## src/rtl/line_buffer.sv

```systemverilog
// line_buffer: N_LINES-tall column generator over a raster stream, N_LINES-1 shifted line banks.
module line_buffer #(
  parameter int DATA_WIDTH = 16,
  parameter int LINE_LEN   = 128,
  parameter int N_LINES    = 3,
  parameter int ADDR_WIDTH = 7
) (
  input  logic                          clk,
  input  logic                          rst,
  input  logic                          sof,
  input  logic                          in_valid,
  input  logic [DATA_WIDTH-1:0]         in_data,
  output logic                          out_valid,
  output logic [N_LINES*DATA_WIDTH-1:0] out_col,
  output logic [ADDR_WIDTH-1:0]         out_x,
  output logic                          out_eol,
  output logic                          out_full
);
  localparam int YW = $clog2(N_LINES);
  logic [ADDR_WIDTH-1:0]         x, cx;
  logic [YW-1:0]                 y, cy;
  logic                          last;
  logic [N_LINES*DATA_WIDTH-1:0] col;
  logic [DATA_WIDTH-1:0]         mem [N_LINES-1][LINE_LEN];
  // sof restarts the position combinationally so a same-cycle pixel lands at (0,0)
  assign cx   = sof ? '0 : x;
  assign cy   = sof ? '0 : y;
  assign last = cx == ADDR_WIDTH'(LINE_LEN - 1);
  assign col[DATA_WIDTH-1:0] = in_data;
  for (genvar g = 1; g < N_LINES; g++) begin : g_slice
    assign col[g*DATA_WIDTH +: DATA_WIDTH] = cy >= YW'(g) ? mem[g-1][cx] : '0;
  end
  // bank k holds the line k+1 back; each pixel shifts the column down one bank
  always_ff @(posedge clk) begin
    if (in_valid) begin
      mem[0][cx] <= in_data;
      for (int k = 1; k < N_LINES - 1; k++) mem[k][cx] <= mem[k-1][cx];
    end
  end
  always_ff @(posedge clk or posedge rst) begin
    if (rst) begin
      x         <= '0;
      y         <= '0;
      out_valid <= 1'b0;
      out_col   <= '0;
      out_x     <= '0;
      out_eol   <= 1'b0;
      out_full  <= 1'b0;
    end else begin
      out_valid <= in_valid;
      if (in_valid) begin
        x        <= last ? '0 : cx + 1'b1;
        y        <= (last && cy != YW'(N_LINES - 1)) ? cy + 1'b1 : cy;
        out_col  <= col;
        out_x    <= cx;
        out_eol  <= last;
        out_full <= cy == YW'(N_LINES - 1);
      end else begin
        x <= cx;
        y <= cy;
      end
    end
  end
endmodule

```

## config.mk

```make
export PLATFORM = sky130hd
export DESIGN_NAME = line_buffer
export DESIGN_NICKNAME = d
export VERILOG_FILES = /design/src/rtl/line_buffer.sv
export SDC_FILE = /design/constraint.sdc
export NUM_CORES = 2
export LEC_CHECK = 0
export BUFFER_PORTS_ARGS = -buffer_cell sky130_fd_sc_hd__buf_2
export CORE_MARGIN = 2
export CORE_UTILIZATION = 23
export CTS_CLUSTER_DIAMETER = 120
export DETAILED_ROUTE_END_ITERATION = 8
export HOLD_SLACK_MARGIN = 0.06
export PLACE_DENSITY = 0.36
export SKIP_LAST_GASP = 1
export SYNTH_ARGS = -nofsm -noshare
export SYNTH_HDL_FRONTEND = slang
export SYNTH_SLANG_ARGS = --single-unit
export TNS_END_PERCENT = 10
```

## constraint.sdc

```tcl
create_clock -name clk -period 9.03 [get_ports clk]
set_input_delay 1.806 -clock clk [delete_from_list [all_inputs] [get_ports clk]]
set_output_delay 1.806 -clock clk [all_outputs]
set_load 0.03 [all_outputs]
```

Word-level counts from Yosys, hierarchy flattened
Memory sizes are Yosys's and may differ from the RTL's.
Index checks and enable logic that the tools add are counted.
{"block": "word_totals", "reg_bits": 67, "ram_bits": 4096, "out_inout_bits": 58, "wordCells": 38, "n_memories": 1}
{"memory": "mem", "depth": 2, "width": 2048, "read_ports": 2, "rd_clocked_by_memory_dff": 0, "wr": 2, "line_no": "24", "rtl": "logic [DATA_WIDTH-1:0] mem [N_LINES-1][LINE_LEN];"}
{"block": "op_classes", "addsub": 2, "magnitude_cmp": 4, "n_eq_ne": 3, "n_mux": 18, "n_bitwise": 1, "reduce_logical": 2}
{"cell": "$mux W2048", "count": 1}
{"cell": "$bmux W16 S7", "count": 2}
{"cell": "$demux W16 S7", "count": 1}
{"cell": "$mux W16", "count": 7}
{"cell": "$mux W7", "count": 3}
{"cell": "$ge A8 B8 Y1 const B", "count": 1}
{"cell": "$lt A8 B1 Y1 const B", "count": 1}
{"cell": "$not A7 Y8", "count": 1}
{"cell": "$add A7 B1 Y7 const B", "count": 1}
{"cell": "$eq A7 B7 Y1 const B", "count": 1}
{"cell": "$mux W2", "count": 3}
{"cell": "$add A2 B1 Y2 const B", "count": 1}
{"cell": "$eq A2 B2 Y1 const B", "count": 1}
{"cell": "$ge A2 B1 Y1 const B", "count": 1}
{"cell": "$ge A2 B2 Y1 const B", "count": 1}
{"cell": "$logic_and A1 B1 Y1", "count": 2}
{"cell": "$ne A2 B2 Y1 const B", "count": 1}
{"cell": "$mux W1", "count": 1}

Longest topological paths before layout
{"block": "logic_depth", "depth_word": 7, "depth_mapped": 14, "depth_no_buf": 9}

Worst setup path before layout
No wires, ideal clock.
{"block": "synth_timing", "path_type": "input to register", "startpoint": "in sof", "endpoint": "mem mem[0][2049] (netlist name) (data pin)", "setup_time_ns": 0.903, "arrival_time_ns": 6.921, "slack_ns": 1.206, "stages": 9, "n_path_buf": 4, "cell_sequence": "buf_2 -> buf_4 -> nor3b_2 -> clkbuf_1 -> clkbuf_1 -> a222oi_1 -> a21oi_1 -> nor3_1 -> o2111ai_1"}
{"element": "from (decl)", "line_no": "10", "rtl": "input logic sof,"}
{"element": "to (decl)", "line_no": "24"}

==> load_flow_metrics.sql <==
INSERT INTO impl_metrics (metric_group, metric, value, unit) VALUES
('clocking', 'buffer_depth_of_the_longest_clock_path', '4', ''),
('clocking', 'cts_repair_resizes', '0', ''),
('critical_path', 'worst_r2r_startpoint', 'x[2]', ''),
('critical_path', 'reg2reg_to', 'mem[0][3299]', ''),
('placement', 'post-place-cells', '17937', ''),
('critical_path', 'worst-setup-path-type', 'reg2reg', ''),
('flow_run', 'timing.max_cap.violations', '2', ''),
('timing', 'slew_violations', '2', ''),
('critical_path', 'end_kind', 'flop', ''),
('critical_path', 'worst_r2r_path_depth', '10', ''),
('clocking', 'count_of_buffers_added_by_post_cts_timing_repair_for_setup', '0', ''),
('placement', 'pre_cts_slack', '1.932', 'ns'),
('drt', 'post_drt_wl_per_cell', '38.35', 'um'),
('placement', 'routabilityCongestion', '0.8480', ''),
('clocking', 'cts.htree.levels', '5', ''),
('finish', 'area_growth_syn_to_layout', '18.56', '%'),
('timing', 'timing.setup.tns', '0', 'ns'),
('floorplanning', 'floorplan.rows', '305', ''),
('drt', 'detail-route-antenna-nets', '0', ''),
('critical_path', 'crit_path_cell_trace', 'buf_4, or2_4, nor2_4, buf_4, a222oi_1, a21boi_0, o22ai_1, o21ai_0, nand4_1, buf_12', ''),
('grt', 'largest_net_degree_at_the_start_of_global_routing', '130', ''),
('critical_path', 'cp_max_fo', '68', ''),
('floorplanning', 'die-height', '835.9', 'um'),
('clocking', 'clock_tree_from_tritoncts', 'built', ''),
('grt', 'via_count_of_the_first_global_routing_pass', '93798', ''),
('timing', 'fin_ws', '2.280', 'ns'),
('hold_path', 'whs_path_depth', '1', ''),
('critical_path', 'cp.required', '9.64', 'ns'),
('synth', 'syn_nets', '8816', ''),
('synth', 'synth_cells', '8793', ''),
('finish', 'finalNetCount', '9221', ''),
('synth', 'synthesis.area_per_instance', '18.10', 'sq um'),
('floorplanning', 'floorplan.die.width', '835.9', 'um'),
('critical_path', 'worst_ep_arrival_time', '7.36', 'ns'),
('synth', 'synth.yosys.warnings', '0', ''),
('critical_path', 'kind_of_launch_point_of_the_worst_setup_path', 'flop', ''),
('finish', 'fillCellCount', '69058', ''),
('grt', 'globalRouteOverflowTotal', '0', ''),
('synth', 'number_of_enable_flip_flop_cells_after_synthesis', '4096', ''),
('clocking', 'cts.clk_slew.worst_paths', '0.06', 'ns'),
('hold_path', 'hold_critical_path_endpoint', 'out_col[14]', ''),
('floorplanning', 'design.die.area', '0.6988', 'sq mm'),
('critical_path', 'cp_common_cell', 'sky130_fd_sc_hd__buf_4', ''),
('run_status', 'status', 'complete, but fails checks', ''),
('clocking', 'post_cts_hold_buffer_count', '0', ''),
('drt', 'vias_per_cell', '5.114', ''),
('grt', 'grt_first_pass_wirelength', '939800', 'um'),
('clocking', 'cts_sinks', '4163', ''),
('drt', 'route.vias.total', '96325', ''),
('timing', 'max_freq', '0.1482', 'GHz'),
('clocking', 'clockRootBuffer', 'sky130_fd_sc_hd__clkbuf_16', ''),
('drt', 'postRouteWirelength', '722300', 'um'),
('synth', 'synth_top_area_cell', 'sky130_fd_sc_hd__edfxtp_1', ''),
('drt', 'drc', '0', ''),
('floorplanning', 'coreArea', '0.6896', 'sq mm'),
('synth', 'synthesis.area', '0.1592', 'sq mm'),
('timing', 'finalWorstPathRequiredPeriod', '6.750', 'ns'),
('synth', 'synth_seq_cells', '4163', ''),
('grt', 'initial_antenna_violation_count', '89', ''),
('run_status', 'violated_checks', 'max-capacitance violations, max-slew violations', ''),
('synth', 'yosysTopAreaCellShare', '77.27', '%'),
('critical_path', 'slowest_stage', 'sky130_fd_sc_hd__dfrtp_4', ''),
('drt', 'number_of_search_and_repair_iterations_in_the_first_detailed_routing_pass', '8', ''),
('clocking', 'worstSkewPairLatency', '1.08', 'ns'),
('timing', 'hold_viol', '0', ''),
('grt', 'track_usage', '19.86', '%'),
('clocking', 'num_cts_buffers', '469', ''),
('finish', 'drive_gt1_share', '19.69', '%'),
('timing', 'timing_worst_slew_pin_value', '1.525', 'ns'),
('critical_path', 'worstPathBufferInverterCount', '3', ''),
('power', 'vdd.ir_drop.worst', '0.1838', 'mV');
==> state kept, by name, indices dropped and copies added, names as in the netlist <==
signal     cells
mem         4096
out_col       48
out_x          7
x              7
y              2
out_eol        1
out_full       1
out_valid      1
==> per-layer routing <==
layer	global-route usage, %	share of wire, %	vias to the layer above
li1	-	-	37597
met1	27.23	42	52564
met2	31.12	45	5144
met3	3.729	8.2	1018
met4	7.760	4.6	2
met5	0	0.0015	-
==> synthesized netlist by cell type (17+ instances only) <==
cell type and instances:
sky130_fd_sc_hd__a211oi_1 169, sky130_fd_sc_hd__a21boi_0 22, sky130_fd_sc_hd__a21oi_1 360, sky130_fd_sc_hd__a221o_1 23
sky130_fd_sc_hd__a221oi_1 274, sky130_fd_sc_hd__a222oi_1 71, sky130_fd_sc_hd__a22o_1 44, sky130_fd_sc_hd__a22oi_1 204
sky130_fd_sc_hd__a2bb2oi_1 18, sky130_fd_sc_hd__a31oi_1 22, sky130_fd_sc_hd__buf_1 77, sky130_fd_sc_hd__buf_2 164
sky130_fd_sc_hd__buf_4 78, sky130_fd_sc_hd__buf_6 20, sky130_fd_sc_hd__clkbuf_1 292, sky130_fd_sc_hd__dfrtp_1 67
sky130_fd_sc_hd__edfxtp_1 4096, sky130_fd_sc_hd__inv_1 24, sky130_fd_sc_hd__mux2_2 221, sky130_fd_sc_hd__mux2i_1 464
sky130_fd_sc_hd__mux4_2 213, sky130_fd_sc_hd__nand2_1 211, sky130_fd_sc_hd__nor2_1 330, sky130_fd_sc_hd__nor2b_1 17
sky130_fd_sc_hd__nor3_1 26, sky130_fd_sc_hd__o21ai_0 293, sky130_fd_sc_hd__o221ai_1 124, sky130_fd_sc_hd__o22a_1 28
sky130_fd_sc_hd__o22ai_1 621
==> placed cells by master, fill, tap and decap left out, types with 204 or more instances in the layout <==
cell type,count
sky130_fd_sc_hd__buf_4,445
sky130_fd_sc_hd__mux4_2,213
sky130_fd_sc_hd__mux2i_1,464
sky130_fd_sc_hd__o22ai_1,621
sky130_fd_sc_hd__a22oi_1,204
sky130_fd_sc_hd__clkbuf_16,470
sky130_fd_sc_hd__a21oi_1,356
sky130_fd_sc_hd__a221oi_1,273
sky130_fd_sc_hd__o21ai_0,261
sky130_fd_sc_hd__edfxtp_1,4096
sky130_fd_sc_hd__mux2_2,221
==> where the power goes <==
| group | total, mW | switching, mW | internal [mW] |
|---|---|---|---|
| sequential | 21.6 | 0.0334 | 21.6 |
| clock | 18.6 | 8.17 | 10.4 |
| combinational | 3.55 | 2.70 | 0.856 |
| total | 43.7 | 10.9 | 32.8 |
==> final cells by class <==
type	instances	area [sq um]	area share, %
well taps	9210	11520	6.106
inverters	27	118.9	0.06298
repair buffers	569	4796	2.541
multi-input cells	3968	32820	17.39
flip-flops and latches	4163	124700	66.07
clock inverters	270	2369	1.255
clock buffers	596	12320	6.530
diodes	34	85.08	0.04508
==> metrics by stage <==
stage                     instance area [sq um]  util (%)
after floorplan                          159200         -
after global placement                   173800     25.21
after detailed placement                 173900     25.22
after CTS                                188600     27.35
after global routing                     188600     27.36
final                                    188700     27.37
==> cells by family (layout without fill, tap and decap cells) <==
group,after synthesis,after routing,share of synthesized area [%]
fa+ha+maj,3,3,0.02358
compound gates,2384,2384,10.31
mux,898,898,7.495
buf+inv,662,1462,1.993
simple gates,677,677,1.820
xor+xnor,6,6,0.03301
flops,4163,4163,78.32
other cells,0,34,0
==> worst max-delay path by stage <==
stage	end	depth (start not counted)	slack, ns	startpoint
floorplan	mem[0][2049]	9	1.21	sof
global placement	mem[0][3161]	9	1.04	sof
detailed placement	mem[0][2083]	11	1.93	sof
CTS	mem[0][3153]	9	2.48	x[1]
global route	mem[0][2259]	10	2.41	x[2]
finish	mem[0][3299]	10	2.28	x[2]
==> worst reg2reg max path, cell delays in order (launching register included) <==
cell and delay [ns]:
sky130_fd_sc_hd__dfrtp_4 0.98, sky130_fd_sc_hd__buf_4 0.72, sky130_fd_sc_hd__or2_4 0.70, sky130_fd_sc_hd__nor2_4 0.27
sky130_fd_sc_hd__buf_4 0.42, sky130_fd_sc_hd__a222oi_1 0.37, sky130_fd_sc_hd__a21boi_0 0.24, sky130_fd_sc_hd__o22ai_1 0.19
sky130_fd_sc_hd__o21ai_0 0.74, sky130_fd_sc_hd__nand4_1 0.98, sky130_fd_sc_hd__buf_12 0.52
No activity file was read; power rests on OpenSTA's default activity.
